## config.mk

```make
export PLATFORM = sky130hd
export DESIGN_NAME = ifu_fetch
export DESIGN_NICKNAME = d
export VERILOG_FILES = /design/src/rtl/ifu_fetch.sv
export SDC_FILE = /design/constraint.sdc
export NUM_CORES = 1
export LEC_CHECK = 0
export ABC_AREA = 0
export BUFFER_PORTS_ARGS = -buffer_cell sky130_fd_sc_hd__buf_2
export CORE_ASPECT_RATIO = 1.75
export CORE_MARGIN = 1
export CORE_UTILIZATION = 39
export CTS_CLUSTER_DIAMETER = 30
export CTS_CLUSTER_SIZE = 25
export DETAILED_ROUTE_END_ITERATION = 16
export GPL_TIMING_DRIVEN = 0
export HOLD_SLACK_MARGIN = 0.08
export PLACE_DENSITY_LB_ADDON = 0.12
export SKIP_CTS_REPAIR_TIMING = 1
export SYNTH_ARGS = -nofsm -noshare
export SYNTH_HDL_FRONTEND = slang
export SYNTH_SLANG_ARGS = --single-unit
```

## constraint.sdc

```tcl
create_clock -name clk -period 2.2 [get_ports clk]
set_clock_uncertainty 0.2 [all_clocks]
set_input_delay 0.22 -clock clk [delete_from_list [all_inputs] [get_ports clk]]
set_output_delay 0.22 -clock clk [all_outputs]
set_load 0.01 [all_outputs]
```

## src/rtl/ifu_fetch.sv

```systemverilog
// Instruction fetch unit: owns the PC and issues one instruction-memory request at a time.
// It buffers the returned word for the decode stage and squashes in-flight or buffered
// work on an execute-stage redirect.
// Optional build macro IFU_PERF_CNT_EN adds fetch_cnt/squash_cnt performance counters.

module ifu_fetch #(
    parameter logic [31:0] RESET_PC = 32'h8000_0000,
    parameter int unsigned XLEN     = 32
) (
    input  logic            clk,
    input  logic            rst,

    // instruction memory request / response
    output logic            imem_req_valid,
    input  logic            imem_req_ready,
    output logic [XLEN-1:0] imem_addr,
    input  logic            imem_rsp_valid,
    input  logic [XLEN-1:0] imem_rsp_data,
    input  logic            imem_rsp_err,

    // decode interface
    output logic [XLEN-1:0] inst,
    output logic [XLEN-1:0] inst_pc,
    output logic            inst_valid,
    output logic            inst_err,
    input  logic            inst_ready,

    // redirect from execute
    input  logic            redirect_valid,
    input  logic [XLEN-1:0] redirect_pc
`ifdef IFU_PERF_CNT_EN
    ,
    output logic [63:0]     fetch_cnt,
    output logic [31:0]     squash_cnt
`endif
);

    typedef enum logic [1:0] {
        StIdle = 2'd0,
        StReq  = 2'd1,
        StWait = 2'd2,
        StHold = 2'd3
    } state_e;

    state_e            r_state;
    state_e            w_state_d;
    logic [XLEN-1:0]   r_pc;
    logic [XLEN-1:0]   w_pc_d;
    logic              r_kill;
    logic              w_kill_d;
    logic [XLEN-1:0]   r_inst;
    logic [XLEN-1:0]   w_inst_d;
    logic [XLEN-1:0]   r_inst_pc;
    logic [XLEN-1:0]   w_inst_pc_d;
    logic              r_inst_err;
    logic              w_inst_err_d;

    logic [XLEN-1:0]   w_redirect_pc;
    logic [XLEN-1:0]   w_pc_inc;
    logic              w_unused_redirect_lsb;

    // Redirect targets are forced to word alignment; the low bits carry no meaning.
    assign w_redirect_pc         = {redirect_pc[XLEN-1:2], 2'b00};
    assign w_unused_redirect_lsb = ^redirect_pc[1:0];
    assign w_pc_inc              = r_pc + XLEN'(4);

    // State register with synchronous reset
    always_ff @(posedge clk) begin
        if (rst) begin
            r_state    <= StIdle;
            r_pc       <= RESET_PC;
            r_kill     <= 1'b0;
            r_inst     <= '0;
            r_inst_pc  <= '0;
            r_inst_err <= 1'b0;
        end else begin
            r_state    <= w_state_d;
            r_pc       <= w_pc_d;
            r_kill     <= w_kill_d;
            r_inst     <= w_inst_d;
            r_inst_pc  <= w_inst_pc_d;
            r_inst_err <= w_inst_err_d;
        end
    end

    // Next-state logic: fetch sequencing, redirect handling and response capture
    always_comb begin
        w_state_d    = r_state;
        w_pc_d       = r_pc;
        w_kill_d     = r_kill;
        w_inst_d     = r_inst;
        w_inst_pc_d  = r_inst_pc;
        w_inst_err_d = r_inst_err;

        unique case (r_state)
            StIdle: begin
                // One-cycle bubble after reset before the first request.
                if (redirect_valid) begin
                    w_pc_d = w_redirect_pc;
                end
                w_state_d = StReq;
            end

            StReq: begin
                if (redirect_valid) begin
                    w_pc_d = w_redirect_pc;
                end
                if (imem_req_ready) begin
                    // A redirect in the accept cycle still sends the old address, so its
                    // response must be thrown away when it returns.
                    w_kill_d  = redirect_valid;
                    w_state_d = StWait;
                end
            end

            StWait: begin
                if (imem_rsp_valid) begin
                    if (redirect_valid || r_kill) begin
                        if (redirect_valid) begin
                            w_pc_d = w_redirect_pc;
                        end
                        w_kill_d  = 1'b0;
                        w_state_d = StReq;
                    end else begin
                        // Faulted fetches hand decode an all-zero word (illegal opcode).
                        w_inst_d     = imem_rsp_err ? '0 : imem_rsp_data;
                        w_inst_pc_d  = r_pc;
                        w_inst_err_d = imem_rsp_err;
                        w_state_d    = StHold;
                    end
                end else if (redirect_valid) begin
                    w_pc_d   = w_redirect_pc;
                    w_kill_d = 1'b1;
                end
            end

            StHold: begin
                // Redirect wins over a same-cycle consume; the buffered word is dropped.
                if (redirect_valid) begin
                    w_pc_d    = w_redirect_pc;
                    w_state_d = StReq;
                end else if (inst_ready) begin
                    w_pc_d    = w_pc_inc;
                    w_state_d = StReq;
                end
            end

            default: begin
                w_state_d = StIdle;
            end
        endcase
    end

    // Outputs are pure decodes of registered state
    assign imem_req_valid = (r_state == StReq);
    assign imem_addr      = r_pc;
    assign inst_valid     = (r_state == StHold);
    assign inst           = r_inst;
    assign inst_pc        = r_inst_pc;
    assign inst_err       = r_inst_err;

`ifdef IFU_PERF_CNT_EN
    logic        w_fetch_fire;
    logic        w_squash;
    logic [63:0] r_fetch_cnt;
    logic [31:0] r_squash_cnt;

    assign w_fetch_fire = (r_state == StHold) && inst_ready && !redirect_valid;
    // A squash is either a response thrown away in WAIT or a held word dropped in HOLD.
    assign w_squash     = ((r_state == StWait) && imem_rsp_valid && (r_kill || redirect_valid))
                        || ((r_state == StHold) && redirect_valid);

    // Free-running wrap-around performance counters
    always_ff @(posedge clk) begin
        if (rst) begin
            r_fetch_cnt  <= '0;
            r_squash_cnt <= '0;
        end else begin
            if (w_fetch_fire) begin
                r_fetch_cnt <= r_fetch_cnt + 64'd1;
            end
            if (w_squash) begin
                r_squash_cnt <= r_squash_cnt + 32'd1;
            end
        end
    end

    assign fetch_cnt  = r_fetch_cnt;
    assign squash_cnt = r_squash_cnt;
`endif

endmodule

```

**Word-level counts from Yosys, hierarchy flattened**

Index checks and enable logic that the tools add are counted.

- Shift-type cells: 0
- Bitwise operators: 1
- $lt $le $gt $ge: 0
- Div/mod/pow operators: 0
- Add/subtract/negate cells: 1
- Reduce and logical (&&, ||, !) cells: 8
- Mux-type cells: 18
- Equal/unequal tests: 8
- $mul: 0

Operators with widths:

| kind | count |
|---|---|
| $mux 32 | 6 |
| $pmux 32 s3 | 1 |
| $add 32x3->32 const B | 1 |
| $mux 2 | 5 |
| $pmux 2 s4 | 1 |
| $ne 3x3->1 const B | 2 |
| $reduce_and 3->1 | 2 |
| $eq 2x2->1 const B | 2 |
| $mux 1 | 4 |
| $reduce_and 4->1 | 1 |
| $ne 3x1->1 const B | 1 |
| $eq 2x1->1 const B | 1 |
| $logic_not 2->1 | 1 |
| $ne 2x1->1 const B | 1 |
| $ne 2x2->1 const B | 1 |
| $pmux 1 s2 | 1 |
| $reduce_and 2->1 | 1 |
| $reduce_bool 2->1 | 1 |
| $reduce_or 2->1 | 1 |
| $logic_or 1x1->1 | 1 |
| $not 1->1 | 1 |

- Output and inout port bits: 99
- Memories: 0
- Latch bits: 0
- ROM bits: 0
- Register bits after elaboration: 100
- Logic and storage cells: 42
- Bits in writable memories: 0
- Bits of input ports: 71

**Depth between registers and ports, before layout**

Gate-level depths: netlist of the first run.

- Depth after elaboration: 4
- Gate-level depth with buffers: 9
- Depth with buffers taken out: 7

**Worst setup path after synthesis of the first run**

OpenSTA, ideal clock, no wires.

- Kind: reg-to-reg
- From: reg r_pc[2], in the netlist imem_addr[2]
- To: reg r_pc[26], in the netlist imem_addr[26]
- Data required time: 1866 ps
- Cell stages (with the launch flop): 8
- Buffers on the path: 1
- Setup time: 134 ps
- Path slack: 138 ps
- Period minus slack after synthesis: 2062 ps
- Arrival: 1728 ps
- Path through: dfxtp_1 -> ha_1 -> and4_1 -> clkbuf_2 -> nand4_2 -> nor3_1 -> mux2i_1 -> o22ai_1

- Longest elaborated chain between the ends: 4

Ends and longest elaborated chain:

| item | RTL line | source |
|---|---|---|
| from (decl) | 47 | `logic [XLEN-1:0] r_pc;` |
| from (signal assigned) | 78 | `r_pc <= w_pc_d;` |
| $add 32x3->32 | 65 | `assign w_pc_inc = r_pc + XLEN'(4);` |
| $mux 32 | 142 | `end else if (inst_ready) begin` |
| $mux 32 | 139 | `if (redirect_valid) begin` |
| $pmux 32 s3 | 95 | `unique case (r_state)` |

No other way between the ends. The select of a mux whose other input is x is not followed.
A chain may end at the register's enable or synchronous reset.

**Worst setup path after layout of the first run**

- From: reg r_pc[22], in the netlist imem_addr[22]
- To: reg r_pc[31], in the netlist imem_addr[31]

The elaborated chain is that of the path after synthesis.

==> flow_summary.yaml, run 1 <==
sta:
  finalSetupViolations: 0
  final_hold_viol_count: 0
  tightest_slew_ns: 0.720
  slew_viol_final: 0
  relSlewSlack: 0.520
  period_share: 0.974
  layout_setup_ws_ns: 0.0567
  whs_ns: 0.0584
  max_freq_ghz: 0.467
  period_minus_slack_ns: 2.14
  rsz0062_at_grt: "yes"
global_route:
  overflow: 0
  grt_use_total: 0.247
  grt_first_pass_wirelength_um: 24000
  grt_max_degree: 18
  antenna_found_initial: 1
  grt_pass1_vias: 4924
cts:
  cts_buffers: 9
  cts_tree: "done"
  clk_latency_ns: 0.35
  cts_root_buffer: "clkbuf_16"
  htree_num_levels: 3
  clk_path_buf_depth: 2
  path_clk_slew_ns: 0.07
  clock_sinks: 96
worst_setup_path:
  required_ns: 2.24
  cp_max_fo: 7
  worstSetupPathType: "reg2reg"
  arrival_ns: 2.19
  cp-end-kind: "flop"
  worstSetupStartpointType: "flop"
yosys:
  synth.distinct_cells: 59
  ys.flop_type: "dfxtp_1"
  ys_seq_area_frac: 0.422
  async_flop_share: 0
  synth_edf_count: 0
  synthCells: 570
  synth_area_um2: 4560
  yosysWarnings: 0
  ys_ff_latch: 96
  syn_area_per_cell_um2: 7.99
floorplanning:
  core_um2: 11200
  die-area_um2: 12100
  ios: 170
  initial_core_util: 0.406
  chipHeight_um: 145
  rows: 51
  die_w_um: 83.7
place:
  numPortBuffers: 161
  dp_hpwl_um: 11200
  placed_cells: 866
  place_congestion: 0.887
  dpl_worst_slack_ns: -0.165
power:
  max-vdd-ir-drop_uv: 499
  pwr-share-clk: 0.407
  p_total_mw: 4.00
  leakagePower_nw: 2.70
  comb_power_share: 0.129
  p_per_area_nw_per_um2: 617
  p_sw_mw: 1.06
  pwr-share-seq: 0.464
  netSwitchingFraction: 0.266
  internal-power_mw: 2.93
finish:
  area_delta_synth_final_pct: 42.2
  fillers: 1077
  final_util: 0.577
  drive_above_1_share: 0.285
  instances_no_fill: 940
  finalNetCount: 877
drt:
  drt-wirelength-per-cell_um: 16.9
  dr.pass1.iters: 5
  postRouteAntennaNets: 0
  vias: 5049
  remaining_drc_errors: 0
  wirelength_um: 15900
  viasPerCell: 5.37
  drt-initial-drc-count: 251
run:
  max_cap_viol_count: 0
min_path:
  hold_path.class: "in2reg"
outcome:
  outcome: "completed"
logic make-up (layout without fill, tap and decap cells):
family / Yosys count / in the layout / synth area share
AOI/OAI and AO/OA: 139 / 139 / 0.177
xor gates and xnor gates: 4 / 4 / 0.00769
adders and majority gates: 4 / 4 / 0.0110
buffers and inverters: 56 / 290 / 0.0653
DFF: 96 / 96 / 0.422
muxes: 12 / 12 / 0.0266
other: 1 / 5 / 0.000823
and+or+nand+nor: 258 / 258 / 0.290
worst max-delay path: stages (launching register included):
cell and delay [ns]:
dfxtp_1 0.46, and3_2 0.30, nand4_1 0.15, nor4_1 0.38, mux2_2 0.38, o22a_1 0.17
sequential cells by signal, indices dropped and copies added (netlist names):
signal	count
imem_addr	30
inst_err	1
r_kill	1
inst_pc	30
inst	32
r_state	2
power by group through the flow:
stage	logic [mW]	clock network [mW]	registers [mW]
after floorplan	0.231	0	1.89
after global placement	0.419	0	1.89
after detailed placement	0.427	0	1.89
after CTS	0.429	1.65	1.85
after global routing	0.562	1.71	1.86
final	0.517	1.63	1.85
final cells by class:
class,instances,area [um2],share of cell area
well taps,132,165,0.0255
plain buffers,49,289,0.0446
repair buffers,218,1370,0.212
clock buffers,9,225,0.0347
inverters,7,26.3,0.00405
diodes,1,2.50,0.000386
clock inverters,7,77.6,0.0120
flip-flops and latches,96,1930,0.297
multi-input cells,421,2390,0.369
cell usage after synthesis, drive strengths merged (4+ instances only):
library cell	count	area, um2
a21oi	84	420
nand4	13	93.8
ha	4	50.1
clkbuf	28	146
a22oi	4	30.0
mux2i	11	110
nor4	6	37.5
a211oi	6	45.0
and4	4	37.5
and2	6	37.5
o22ai	13	81.3
nand3	9	57.6
nand2	121	454
buf	21	125
inv	6	22.5
dfxtp	96	1920
nor2	30	113
nand3b	34	255
and3	12	82.6
nor3	12	65.1
a31oi	7	43.8
o21ai	10	53.8
path summary, 6_finish.rpt:
kind | start | endpoint | slack [ns] | cells past startpoint
hold / removal | redirect_pc[24] | imem_addr[24]$_SDFFE_PP0P_ | 0.06 | 4
setup reg to reg | imem_addr[22]$_SDFFE_PP0P_ | imem_addr[31]$_SDFFE_PP1P_ | 0.06 | 5
setup / recovery | imem_addr[22]$_SDFFE_PP0P_ | imem_addr[31]$_SDFFE_PP1P_ | 0.06 | 5
hold reg to reg | inst[31]$_SDFFE_PP0P_ | inst[31]$_SDFFE_PP0P_ | 0.25 | 2
per-layer routing:
layer	track usage	share of wire	vias to the layer above
met2	0.452	0.53	210
met5	0	0	-
li1	-	-	2463
met4	0.126	0.032	0
met3	0.0575	0.063	39
met1	0.258	0.37	2337
layout by cell type, fill, tap and decap left out, drive strengths merged, types with 9 or more instances in the layout:
cell	synthesis	layout
dlygate4sd3	0	56
o21ai	10	10
o22ai	13	13
and3	12	12
dfxtp	96	96
inv	6	9
clkbuf	28	46
a21oi	84	84
nand3	9	9
nand3b	34	34
buf	21	174
nor2	30	30
mux2i	11	11
nor3	12	12
nand4	13	13
nand2	121	121
per-stage QoR:
| step | TNS (ns) | cell area, um2 |
|---|---|---|
| after CTS | -2.86 | 5840 |
| after detailed placement | -2.01 | 5540 |
| final | 0 | 6480 |
| after floorplan | 0 | 4570 |
| after global routing | -0.0812 | 6480 |
| after global placement | -1.27 | 5540 |
No activity file was read; power rests on OpenSTA's default activity.
==> inputs of run 2 (changes only) <==
--- a/config.mk
+++ b/config.mk
@@ -16,6 +16,7 @@
 export GPL_TIMING_DRIVEN = 0
 export HOLD_SLACK_MARGIN = 0.08
 export PLACE_DENSITY_LB_ADDON = 0.12
+export RECOVER_POWER = 100
 export SKIP_CTS_REPAIR_TIMING = 1
 export SYNTH_ARGS = -nofsm -noshare
 export SYNTH_HDL_FRONTEND = slang
==> run 2 against run 1 <==
  * Largest cell class unchanged
  * Largest power group unchanged
  * Clock-buffer cell count did not move
  * Critical path type unchanged
  * Combinational power barely moved
  * Non-clock buffer count is the same
  * Maximum frequency rose by 0.65%
  * Register-to-register slack is essentially flat
  * Cell area fell by 1.3%
  * Worst hold slack barely moved
  * First-iteration DRC count is 25% higher
  * Sequential share of layout area is 0.38 points higher
==> flow_summary.yaml, run 2 (synthesis results as in run 1) <==
min_path:
  worstHoldPathCells: 4
  hold_path.startpoint: "redirect_pc[24]"
  hold_path.class: "in2reg"
sta:
  slew_viol_final: 0
  period_minus_slack_ns: 2.13
  final_hold_viol_count: 0
  tightest_slew_ns: 0.726
  finalSetupTns_ns: 0
  period_share: 0.968
  max_freq_ghz: 0.470
  finalSetupViolations: 0
  relSlewSlack: 0.516
  rsz0062_at_grt: "yes"
finish:
  finalNetCount: 877
  drive_above_1_share: 0.203
  most-common-layout-cells: "121 x nand2_1, 97 x buf_2, 91 x dfxtp_1, 86 x clkbuf_1, 84 x a21oi_1"
  instances_no_fill: 940
  register_area_um2: 1930
  area_delta_synth_final_pct: 40.4
  largest_reg_flops: 32
  final_common_cell: "nand2_1"
  multiInputGateArea_um2: 2390
  final_util: 0.570
  fillers: 1111
floorplanning:
  rows: 51
  core_um2: 11200
  die-area_um2: 12100
  chipHeight_um: 145
  die_w_um: 83.7
  ios: 170
  initial_core_util: 0.406
global_route:
  grt_first_pass_wirelength_um: 24000
  grt_use_total: 0.247
  antenna_found_initial: 1
  grt_pass1_vias: 4924
  overflow: 0
  grt_max_degree: 18
cts:
  cts_root_buffer: "clkbuf_16"
  clock_sinks: 96
  clk_latency_ns: 0.35
  cts_tree: "done"
  htree_num_levels: 3
  path_clk_slew_ns: 0.07
  clk_path_buf_depth: 2
  cts_buffers: 9
power:
  pwr-share-clk: 0.406
  netSwitchingFraction: 0.265
  leakagePower_nw: 2.42
  comb_power_share: 0.129
  p_sw_mw: 1.06
  pwr-share-seq: 0.465
  p_per_area_nw_per_um2: 623
  max-vdd-ir-drop_uv: 500
  internal-power_mw: 2.93
worst_setup_path:
  r2r_start: "imem_addr[17]$_SDFFE_PP0P_"
  worstSetupPathType: "reg2reg"
  cp_top_family: "simple AND/OR/NAND/NOR gates"
  required_ns: 2.25
  r2r_cells: 5
  arrival_ns: 2.18
  crit_end: "imem_addr[31]$_SDFFE_PP1P_"
  critPathSlowestCell: "dfxtp_1"
  regToRegSetupSlack_ns: 0.07
  path_buf_inv: 0
  worstSetupStartpointType: "flop"
  cp-startpoint: "imem_addr[17]$_SDFFE_PP0P_"
  r2r-end: "imem_addr[31]$_SDFFE_PP1P_"
  cp_slowest_stage_delay_ns: 0.44
  crit_cells: 5
  crit_chain: "and4_2, nand2_1, nor4_1, mux2_2, o22a_1"
  cp-end-kind: "flop"
  cp_max_fo: 7
place:
  placed_cells: 866
  place_congestion: 0.887
  numPortBuffers: 161
  dp_hpwl_um: 11200
drt:
  postRouteAntennaNets: 0
  drt-initial-drc-count: 314
  wirelength_um: 15800
  remaining_drc_errors: 0
  vias: 5047
  viasPerCell: 5.37
  dr.pass1.iters: 4
  drt-wirelength-per-cell_um: 16.8
outcome:
  outcome: "completed"
run:
  max_cap_viol_count: 0
## run 2: changes by cell type in the layout (fill, tap and decap cells not counted), sizes merged
cell    delta
buf       -66
clkbuf    +66
## run 2: power by group through the flow
stage          Combinational (mW)  Sequential, mW  Clock, mW
2_1_floorplan               0.231            1.89          0
3_3_place_gp                0.419            1.89          0
3_5_place_dp                0.427            1.89          0
4_1_cts                     0.429            1.85       1.65
5_1_grt                     0.559            1.86       1.71
6_report                    0.514            1.85       1.62
## run 2: worst min-delay path by stage
stage | slack, ns | end
floorplan | 0.16 | imem_addr[2]$_SDFFE_PP0P_
global placement | 0.24 | inst[20]$_SDFFE_PP0P_
detailed placement | 0.24 | inst[11]$_SDFFE_PP0P_
CTS | -0.10 | imem_addr[18]$_SDFFE_PP0P_
global route | 0.08 | imem_addr[31]$_SDFFE_PP1P_
finish | 0.06 | imem_addr[24]$_SDFFE_PP0P_
## run 2: metal layers
layer  up-vias  global-route usage  wire, um
met3        40              0.0575       979
met2       199               0.452      8410
li1       2465                   -         -
met5         -                   0         0
met1      2343               0.258      5880
met4         0               0.126       520
## run 2: cell type report
cell class	instances	share of cell area
diodes	1	0.000391
plain buffers	49	0.0452
clock buffers	9	0.0352
clock inverters	7	0.0121
inverters	7	0.00411
multi-input cells	421	0.374
flip-flops and latches	96	0.301
well taps	132	0.0258
repair buffers	218	0.202
## run 2: worst reg2reg max path, cell delays in order (launching register included)
cell and delay [ns]:
dfxtp_1 0.44, and4_2 0.34, nand2_1 0.13, nor4_1 0.37, mux2_2 0.38, o22a_1 0.17
## run 2: stage by stage
step,worst slack [ns],area (um2),hold slack [ns],power [mW]
final,0.0705,6400,0.0581,3.99
after global routing,-0.0403,6400,0.0813,4.13
after CTS,-0.190,5840,-0.101,3.93
after detailed placement,-0.165,5540,0.244,2.32
after global placement,-0.157,5540,0.235,2.31
after floorplan,0.138,4570,0.165,2.12
